$ cat config.mk
export PLATFORM = sky130hd
export DESIGN_NAME = gpio_bus_arbiter
export DESIGN_NICKNAME = d
export VERILOG_FILES = /design/src/rtl/gpio_bus_arbiter.sv
export SDC_FILE = /design/constraint.sdc
export NUM_CORES = 1
export LEC_CHECK = 0
export CAP_MARGIN = 20
export CORE_MARGIN = 2
export CORE_UTILIZATION = 40
export DETAILED_ROUTE_END_ITERATION = 16
export GPL_TIMING_DRIVEN = 0
export PLACE_DENSITY = 0.91
export SYNTH_ARGS = -nofsm -noshare
export SYNTH_HDL_FRONTEND = slang
export SYNTH_SLANG_ARGS = --single-unit
$ cat constraint.sdc
create_clock -name clk -period 3 [get_ports clk]
set_clock_uncertainty 0.2 [all_clocks]
set_input_delay 0.3 -clock clk [delete_from_list [all_inputs] [get_ports clk]]
set_output_delay 0.3 -clock clk [all_outputs]
set_load 0.02 [all_outputs]
$ cat src/rtl/gpio_bus_arbiter.sv
// gpio_bus_arbiter: shares the GPIO register port between two bus masters.
// Round-robin arbitration with a registered grant. Each transaction runs
// IDLE/RESP -> ACCESS (gnt, GPIO port driven) -> RESP (done, rdata valid).
// Optional feature: define GPIO_ARB_LOCK_EN to add lock0/lock1 inputs that let
// the current owner keep the port for atomic read-modify-write sequences.
module gpio_bus_arbiter #(
  parameter int DATA_W  = 32,
  parameter int ADDR_W  = 2,
  parameter bit RR_INIT = 1'b0
) (
  input  logic              clk,
  input  logic              rst,
  input  logic              req0,
  input  logic              req1,
  input  logic              we0,
  input  logic              we1,
  input  logic [ADDR_W-1:0] addr0,
  input  logic [ADDR_W-1:0] addr1,
  input  logic [DATA_W-1:0] wd0,
  input  logic [DATA_W-1:0] wd1,
`ifdef GPIO_ARB_LOCK_EN
  input  logic              lock0,
  input  logic              lock1,
`endif
  output logic              gnt0,
  output logic              gnt1,
  output logic              done0,
  output logic              done1,
  output logic [DATA_W-1:0] rdata,
  output logic              gpio_we,
  output logic [ADDR_W-1:0] gpio_addr,
  output logic [DATA_W-1:0] gpio_wd,
  input  logic [DATA_W-1:0] gpio_rd
);

  typedef enum logic [1:0] {
    IDLE   = 2'd0,
    ACCESS = 2'd1,
    RESP   = 2'd2
  } state_t;

  state_t state;
  state_t state_nxt;
  logic   rr_ptr;
  logic   rr_nxt;
  logic   owner;
  logic   eff_ptr;
  logic   lock_hold;
  logic   win_valid;
  logic   win_id;

  // Lock retention and effective priority: in RESP the non-owner is favoured.
  always_comb begin
    lock_hold = 1'b0;
`ifdef GPIO_ARB_LOCK_EN
    if (state == RESP) begin
      if (owner) begin
        lock_hold = lock1 & req1;
      end else begin
        lock_hold = lock0 & req0;
      end
    end else begin
      lock_hold = 1'b0;
    end
`endif
    if (state == RESP) begin
      eff_ptr = ~owner;
    end else begin
      eff_ptr = rr_ptr;
    end
  end

  // Next-state, round-robin pointer update and arbitration decision.
  always_comb begin
    state_nxt = state;
    rr_nxt    = rr_ptr;
    win_valid = 1'b0;
    win_id    = 1'b0;
    case (state)
      IDLE, RESP: begin
        if ((state == RESP) && !lock_hold) begin
          rr_nxt = ~owner;
        end else begin
          rr_nxt = rr_ptr;
        end
        if (lock_hold) begin
          win_valid = 1'b1;
          win_id    = owner;
        end else if (req0 && req1) begin
          win_valid = 1'b1;
          win_id    = eff_ptr;
        end else if (req0) begin
          win_valid = 1'b1;
          win_id    = 1'b0;
        end else if (req1) begin
          win_valid = 1'b1;
          win_id    = 1'b1;
        end else begin
          win_valid = 1'b0;
          win_id    = 1'b0;
        end
        if (win_valid) begin
          state_nxt = ACCESS;
        end else begin
          state_nxt = IDLE;
        end
      end
      ACCESS: begin
        state_nxt = RESP;
      end
      default: begin
        state_nxt = IDLE;
      end
    endcase
  end

  // State and round-robin pointer registers.
  always_ff @(posedge clk or posedge rst) begin
    if (rst) begin
      state  <= IDLE;
      rr_ptr <= RR_INIT;
    end else begin
      state  <= state_nxt;
      rr_ptr <= rr_nxt;
    end
  end

  // Command capture, registered grant/done pulses, GPIO port and read data.
  // gpio_addr/gpio_wd are the captured command registers; gpio_we holds the
  // captured write flag for the single ACCESS cycle only.
  always_ff @(posedge clk or posedge rst) begin
    if (rst) begin
      owner     <= 1'b0;
      gnt0      <= 1'b0;
      gnt1      <= 1'b0;
      done0     <= 1'b0;
      done1     <= 1'b0;
      gpio_we   <= 1'b0;
      gpio_addr <= {ADDR_W{1'b0}};
      gpio_wd   <= {DATA_W{1'b0}};
      rdata     <= {DATA_W{1'b0}};
    end else begin
      gnt0    <= 1'b0;
      gnt1    <= 1'b0;
      done0   <= 1'b0;
      done1   <= 1'b0;
      gpio_we <= 1'b0;
      if (win_valid) begin
        owner     <= win_id;
        gnt0      <= ~win_id;
        gnt1      <= win_id;
        gpio_we   <= win_id ? we1 : we0;
        gpio_addr <= win_id ? addr1 : addr0;
        gpio_wd   <= win_id ? wd1 : wd0;
      end
      if (state == ACCESS) begin
        done0 <= ~owner;
        done1 <= owner;
        if (gpio_we) begin
          rdata <= {DATA_W{1'b0}};
        end else begin
          rdata <= gpio_rd;
        end
      end
    end
  end

endmodule
==> results.yml, run 1 <==
status:
  status: "complete, no violations"
placement:
  portBuffers: 176
  place_ws_ps: 660
  place_congestion: 0.837
  dp.cells: 607
  dpl.hpwl_um: 7410
critical_path:
  path_max_fanout: 10
  critical_path_class: "register to register"
  required_ps: 3070
  cp_cell_sequence: "buf_6 -> or2_1 -> buf_6 -> a311oi_4 -> buf_6 -> a221o_2"
  cp.arrival_ps: 2190
  reg2regPathDepth: 6
  crit_slowest_cell: "a311oi_4"
  crit_top_cell: "buf_6"
  rr_endpoint: "gpio_wd[11]$_DFFE_PP0P_"
  r2r_slack_ps: 880
  slowest_delay_ps: 580
  worstReg2RegStart: "state[1]$_DFF_PP0_"
  end_kind: "register"
  worstSetupStartpointType: "register"
drt:
  vias: 3226
  totalWireLength_um: 9880
  drt_pre_antenna_iters: 4
  drc: 0
  wire_per_inst_um: 15.9
  ant_nets: 0
  post_drt_via_cell_ratio: 5.18
  drt_iter0_drc: 83
yosys:
  synth_edf_count: 0
  synthFlopType: "dfrtp_1"
  yosysSeqAreaShare_pct: 55.0
  netlist_instances: 325
  synthDistinctLibCells: 25
  avgSynthCellArea_um2: 10.5
  syn_nets: 431
  async_reset_ff_share_pct: 100
  synth_area_um2: 3410
  synth_warnings: 0
  yosys_register_bits: 75
floorplanning:
  die_area_um2: 9290
  io_pins: 177
  num_rows: 33
  fp.dieW_um: 96.4
  core_um2: 8260
  start_util_pct: 41.3
  die_h_um: 96.4
cts:
  cts_hold_buf: 0
  ctsResizeCount: 0
  clkSinkCount: 75
  cts_buffer_depth: 2
  htreeDepth: 3
  clk_latency_ps: 330
  postCtsSetupBuffers: 0
  cts.clk_slew.worst_paths_ps: 90
  cts_made_buffers: 9
  cts_tree: "done"
  cts_root_buf: "clkbuf_8"
sta:
  drv_slew: 0
  rsz0062_at_grt: "false"
  hold_violations: 0
  period_share_pct: 70.7
  max_freq_ghz: 0.471
  max_slew.worst_pin.slew_ps: 631
  setup_ws_ps: 878
  slew_headroom_pct: 57.9
  period_needed_ps: 2120
  setup_viol: 0
  whs_ps: 66.0
power:
  p_int_uw: 2380
  pwr-share-comb_pct: 42.0
  pwr-share-clk_pct: 19.6
  switching_power_uw: 1310
  p_leak_uw: 0.00228
  switching_share_pct: 35.6
  power_density_nw_per_um2: 668
  irDropWorstVdd_mv: 0.302
  finalPower_uw: 3690
  pwr-share-seq_pct: 38.4
global_route:
  grt_use_met3_pct: 5.28
  top_usage_layer: "met2"
  grt_pass1_vias: 3366
  grt_pass1_wl_um: 15600
  grt_start_max_net_pins: 56
  use_met2_pct: 36.9
  grtUsageTotal_pct: 21.4
  globalRouteOverflowTotal: 0
  antenna_found_initial: 0
  grt.met1_usage_pct: 25.6
hold_path:
  min_path_type: "input pin to async pin"
layout:
  area_growth_pct: 61.7
  final_cell_mix: "clkdlybuf4s50_1 (176), dfrtp_1 (75), nand2b_1 (36), nand2_1 (33), o21ai_0 (32)"
  nets: 619
  final_common_cell: "clkdlybuf4s50_1"
  diodes: 0
  drive_above_1_share_pct: 11.0
  fin_util_pct: 66.8
  fin_cells: 623
run:
  drv_cap: 0
-- layout make-up --
type                    instances  area (um2)
fillers                       668        2740
flip-flops and latches         75        1880
repair buffers                177        1790
multi-input cells             218        1380
well taps                     105         131
plain buffers                  26         130
clock buffers                   9         124
clock inverters                 7        58.8
inverters                       6        25.0
-- state kept, by name (all words and copies together) (netlist names) --
signal / count
gpio_wd: 32
rdata: 32
gpio_addr: 2
state: 2
done0: 1
done1: 1
gnt0: 1
gnt1: 1
gpio_we: 1
owner: 1
rr_ptr: 1
-- power by group through the flow --
stage	logic [uW]	clock network [uW]	registers [uW]
final	1550	723	1420
after floorplan	469	0	1720
after detailed placement	1560	0	1430
after global placement	1520	0	1420
after CTS	1560	744	1420
after global routing	1660	787	1450
-- critical path, delay by kind of cell, from the launching register on --
family          cells  cell delay [ps]
simple gates        1              230
compound gates      2              740
buf+inv             3              510
flops               1              380
-- Yosys cell counts (all sizes together), types with 2 or more instances --
cell type | n | area, um2
inv | 5 | 18.8
nor4 | 14 | 87.6
or3b | 8 | 70.1
nand2 | 33 | 124
a221o | 27 | 290
o22ai | 7 | 43.8
nor2 | 3 | 11.3
or2 | 8 | 50.1
and2 | 29 | 181
o21ai | 32 | 160
clkbuf | 20 | 75.1
a21oi | 15 | 75.1
nand2b | 36 | 225
a31oi | 2 | 12.5
dfrtp | 75 | 1880
buf | 6 | 55.1
-- worst max path at each step --
stage | start | end | slack, ps | depth (start not counted)
3_3_place_gp | rst | rdata[14]$_DFFE_PP0P_ | -610 | 2
2_1_floorplan | rst | done0$_DFF_PP0_ | 590 | 1
3_5_place_dp | req1 | gpio_we$_DFF_PP0_ | 660 | 6
6_report | state[1]$_DFF_PP0_ | gpio_wd[11]$_DFFE_PP0P_ | 880 | 6
5_1_grt | state[0]$_DFF_PP0_ | gpio_we$_DFF_PP0_ | 760 | 5
4_1_cts | state[1]$_DFF_PP0_ | gpio_wd[11]$_DFFE_PP0P_ | 860 | 6
-- logic make-up (layout without fill, tap and decap cells) --
kind of cell / Yosys count / in the layout / share of synthesized area (%)
AND/OR/NAND/NOR: 131 / 131 / 22.0
AO/OA/AOI/OAI: 86 / 86 / 18.3
multiplexers: 1 / 1 / 0.330
flip-flops: 75 / 75 / 55.0
buffers and inverters: 32 / 225 / 4.47
-- routing by layer --
layer  vias up  wire length [um]
met5         -                 0
met4         0               236
met3        23               745
met2       146              4930
met1      1537              3970
li1       1520                 -
-- per-stage QoR --
stage	cell area [um2]	TNS, ps
final	5520	0
after global routing	5520	0
after CTS	5520	0
after detailed placement	5340	0
after global placement	5310	-45290
after floorplan	3410	0
(Power assumes the default switching activity.)
==> run 2: changes to the inputs <==
- clock period: 3 -> 2 ns (I/O delays scaled with it)
==> run 2 against run 1 <==
Count of clock-buffer cells in the layout stayed put. Maximum frequency grew 11%. Worst hold slack gained 95 ps. Register-to-register slack got worse by 790 ps. First-iteration DRC count increased by 29%. Routed wire length up 1.8%. Die area did not move. Clock power increased by 59%. Setup slack got worse by 790 ps. Critical path depth down 1. Sequential share of layout area fell by 0.35 points. Combinational power increased by 53%. Largest power group unchanged.
==> results.yml, run 2 (same netlist as run 1, synthesis figures left out) <==
floorplanning:
  start_util_pct: 41.3
  num_rows: 33
  core_um2: 8260
  die_area_um2: 9290
  io_pins: 177
  fp.dieW_um: 96.4
  die_h_um: 96.4
layout:
  largestRegisters: "gpio_wd: 32 flops, rdata: 32 flops"
  drive_above_1_share_pct: 13.3
  final_common_cell: "clkdlybuf4s50_1"
  diodes: 0
  nets: 620
  fin_util_pct: 67.5
  final.fill_count: 630
  area_growth_pct: 63.4
  final_cell_mix: "clkdlybuf4s50_1 (176), dfrtp_1 (75), nand2b_1 (35), nand2_1 (33), o21ai_0 (32)"
cts:
  clkSinkCount: 75
  cts_root_buf: "clkbuf_8"
  clk_latency_ps: 330
  cts_made_buffers: 9
  cts.clk_slew.worst_paths_ps: 80
  htreeDepth: 3
  cts_tree: "done"
  cts_buffer_depth: 2
sta:
  max_slew.worst_pin.slew_ps: 829
  period_share_pct: 95.6
  period_needed_ps: 1910
  drv_slew: 0
  rsz0062_at_grt: "true"
  hold_violations: 0
  setup_viol: 0
  setup_ws_ps: 88.1
  whs_ps: 162
  max_freq_ghz: 0.523
  slew_headroom_pct: 44.6
global_route:
  globalRouteOverflowTotal: 0
  grt_start_max_net_pins: 39
  grtUsageTotal_pct: 21.9
  grt_pass1_wl_um: 15700
  antenna_found_initial: 0
  grt_pass1_vias: 3257
critical_path:
  critical_path_class: "register to register"
  cp.arrival_ps: 1940
  required_ps: 2020
  reg2regPathDepth: 5
  end_kind: "register"
  worstSetupStartpointType: "register"
  path_max_fanout: 10
drt:
  dr_wl_met3_um: 602
  drt_pre_antenna_iters: 4
  totalWireLength_um: 10100
  post_drt_via_cell_ratio: 5.17
  top_layer: "met4"
  drc: 0
  wire_per_inst_um: 16.1
  wl_met1_um: 4130
  ant_nets: 0
  vias: 3227
  drt_iter0_drc: 107
  dr_wl_met2_um: 5130
placement:
  portBuffers: 176
  place_congestion: 0.846
  place_ws_ps: -253
  dpl.hpwl_um: 7490
status:
  status: "complete, no violations"
power:
  finalPower_uw: 5650
  power_density_nw_per_um2: 1010
  irDropWorstVdd_mv: 0.467
  p_leak_uw: 0.00232
run:
  drv_cap: 0
hold_path:
  min_path_type: "input pin to async pin"
## run 2: cell types whose count changed in the layout (fill, tap and decap cells not counted), moves of 2 or more
cell / previous run / this run
buf_12: 0 / 2
clkbuf_1: 20 / 10
clkbuf_2: 0 / 7
clkinv_2: 0 / 3
inv_6: 2 / 0
## run 2: worst paths after layout
check / slack, ps / to / from
worst max-delay path: 90 / gpio_wd[13]$_DFFE_PP0P_ / state[0]$_DFF_PP0_
worst min-delay path: 160 / gpio_wd[26]$_DFFE_PP0P_ / rst
worst max register to register: 90 / gpio_wd[13]$_DFFE_PP0P_ / state[0]$_DFF_PP0_
worst min register to register: 290 / rdata[21]$_DFFE_PP0P_ / rdata[21]$_DFFE_PP0P_
max in group asynchronous: 790 / state[1]$_DFF_PP0_ / rst
min in group clk: 220 / rdata[13]$_DFFE_PP0P_ / gpio_rd[13]
## run 2: power breakdown
| part | total, uW | leakage, uW | switching, uW | internal [uW] |
|---|---|---|---|---|
| sequential | 2130 | 0.000933 | 227 | 1900 |
| clock | 1150 | 0.0000950 | 579 | 572 |
| combinational | 2370 | 0.00129 | 1150 | 1220 |
| total | 5650 | 0.00232 | 1960 | 3690 |
## run 2: timing repair
action | 4_1_cts | 5_1_grt
setup buffers | 2 | 0
pin swaps | 1 | 0
hold buffers | 0 | 0
cloned | 0 | 0
endpoints found under the setup margin | 27 | 34
hold endpoints to repair | 0 | 0
gates resized for setup | 2 | 19
## run 2: final cells by class
| type | instances | area (um2) | area share, % |
|---|---|---|---|
| inverter | 6 | 26.3 | 0.471 |
| timing repair buffer | 179 | 1810 | 32.4 |
| tap | 105 | 131 | 2.36 |
| sequential | 75 | 1880 | 33.7 |
| multi-input combinational | 218 | 1400 | 25.1 |
| clock buffer | 9 | 124 | 2.22 |
| buffer | 25 | 139 | 2.49 |
| clock inverter | 7 | 68.8 | 1.23 |
## run 2: worst max-delay path, stage by stage (launching register included)
cell,delay [ps]
dfrtp_1,410
clkbuf_2,210
o21bai_1,260
clkbuf_2,210
and2_1,190
a221o_2,320
## run 2: metrics by stage
step / std cells / instance area, um2 / setup TNS, ps
detailed placement: 607 / 5330 / -6630
finish: 624 / 5580 / 0
global route: 624 / 5580 / -4.35
CTS: 624 / 5550 / 0
global placement: 606 / 5310 / -12930
floorplan: 325 / 3420 / 0
## run 2: routing by layer
metal / vias up / track usage [%]
li1: 1525 / -
met2: 129 / 38.0
met4: 0 / 7.39
met1: 1553 / 27.4
met3: 20 / 4.42
met5: - / 0
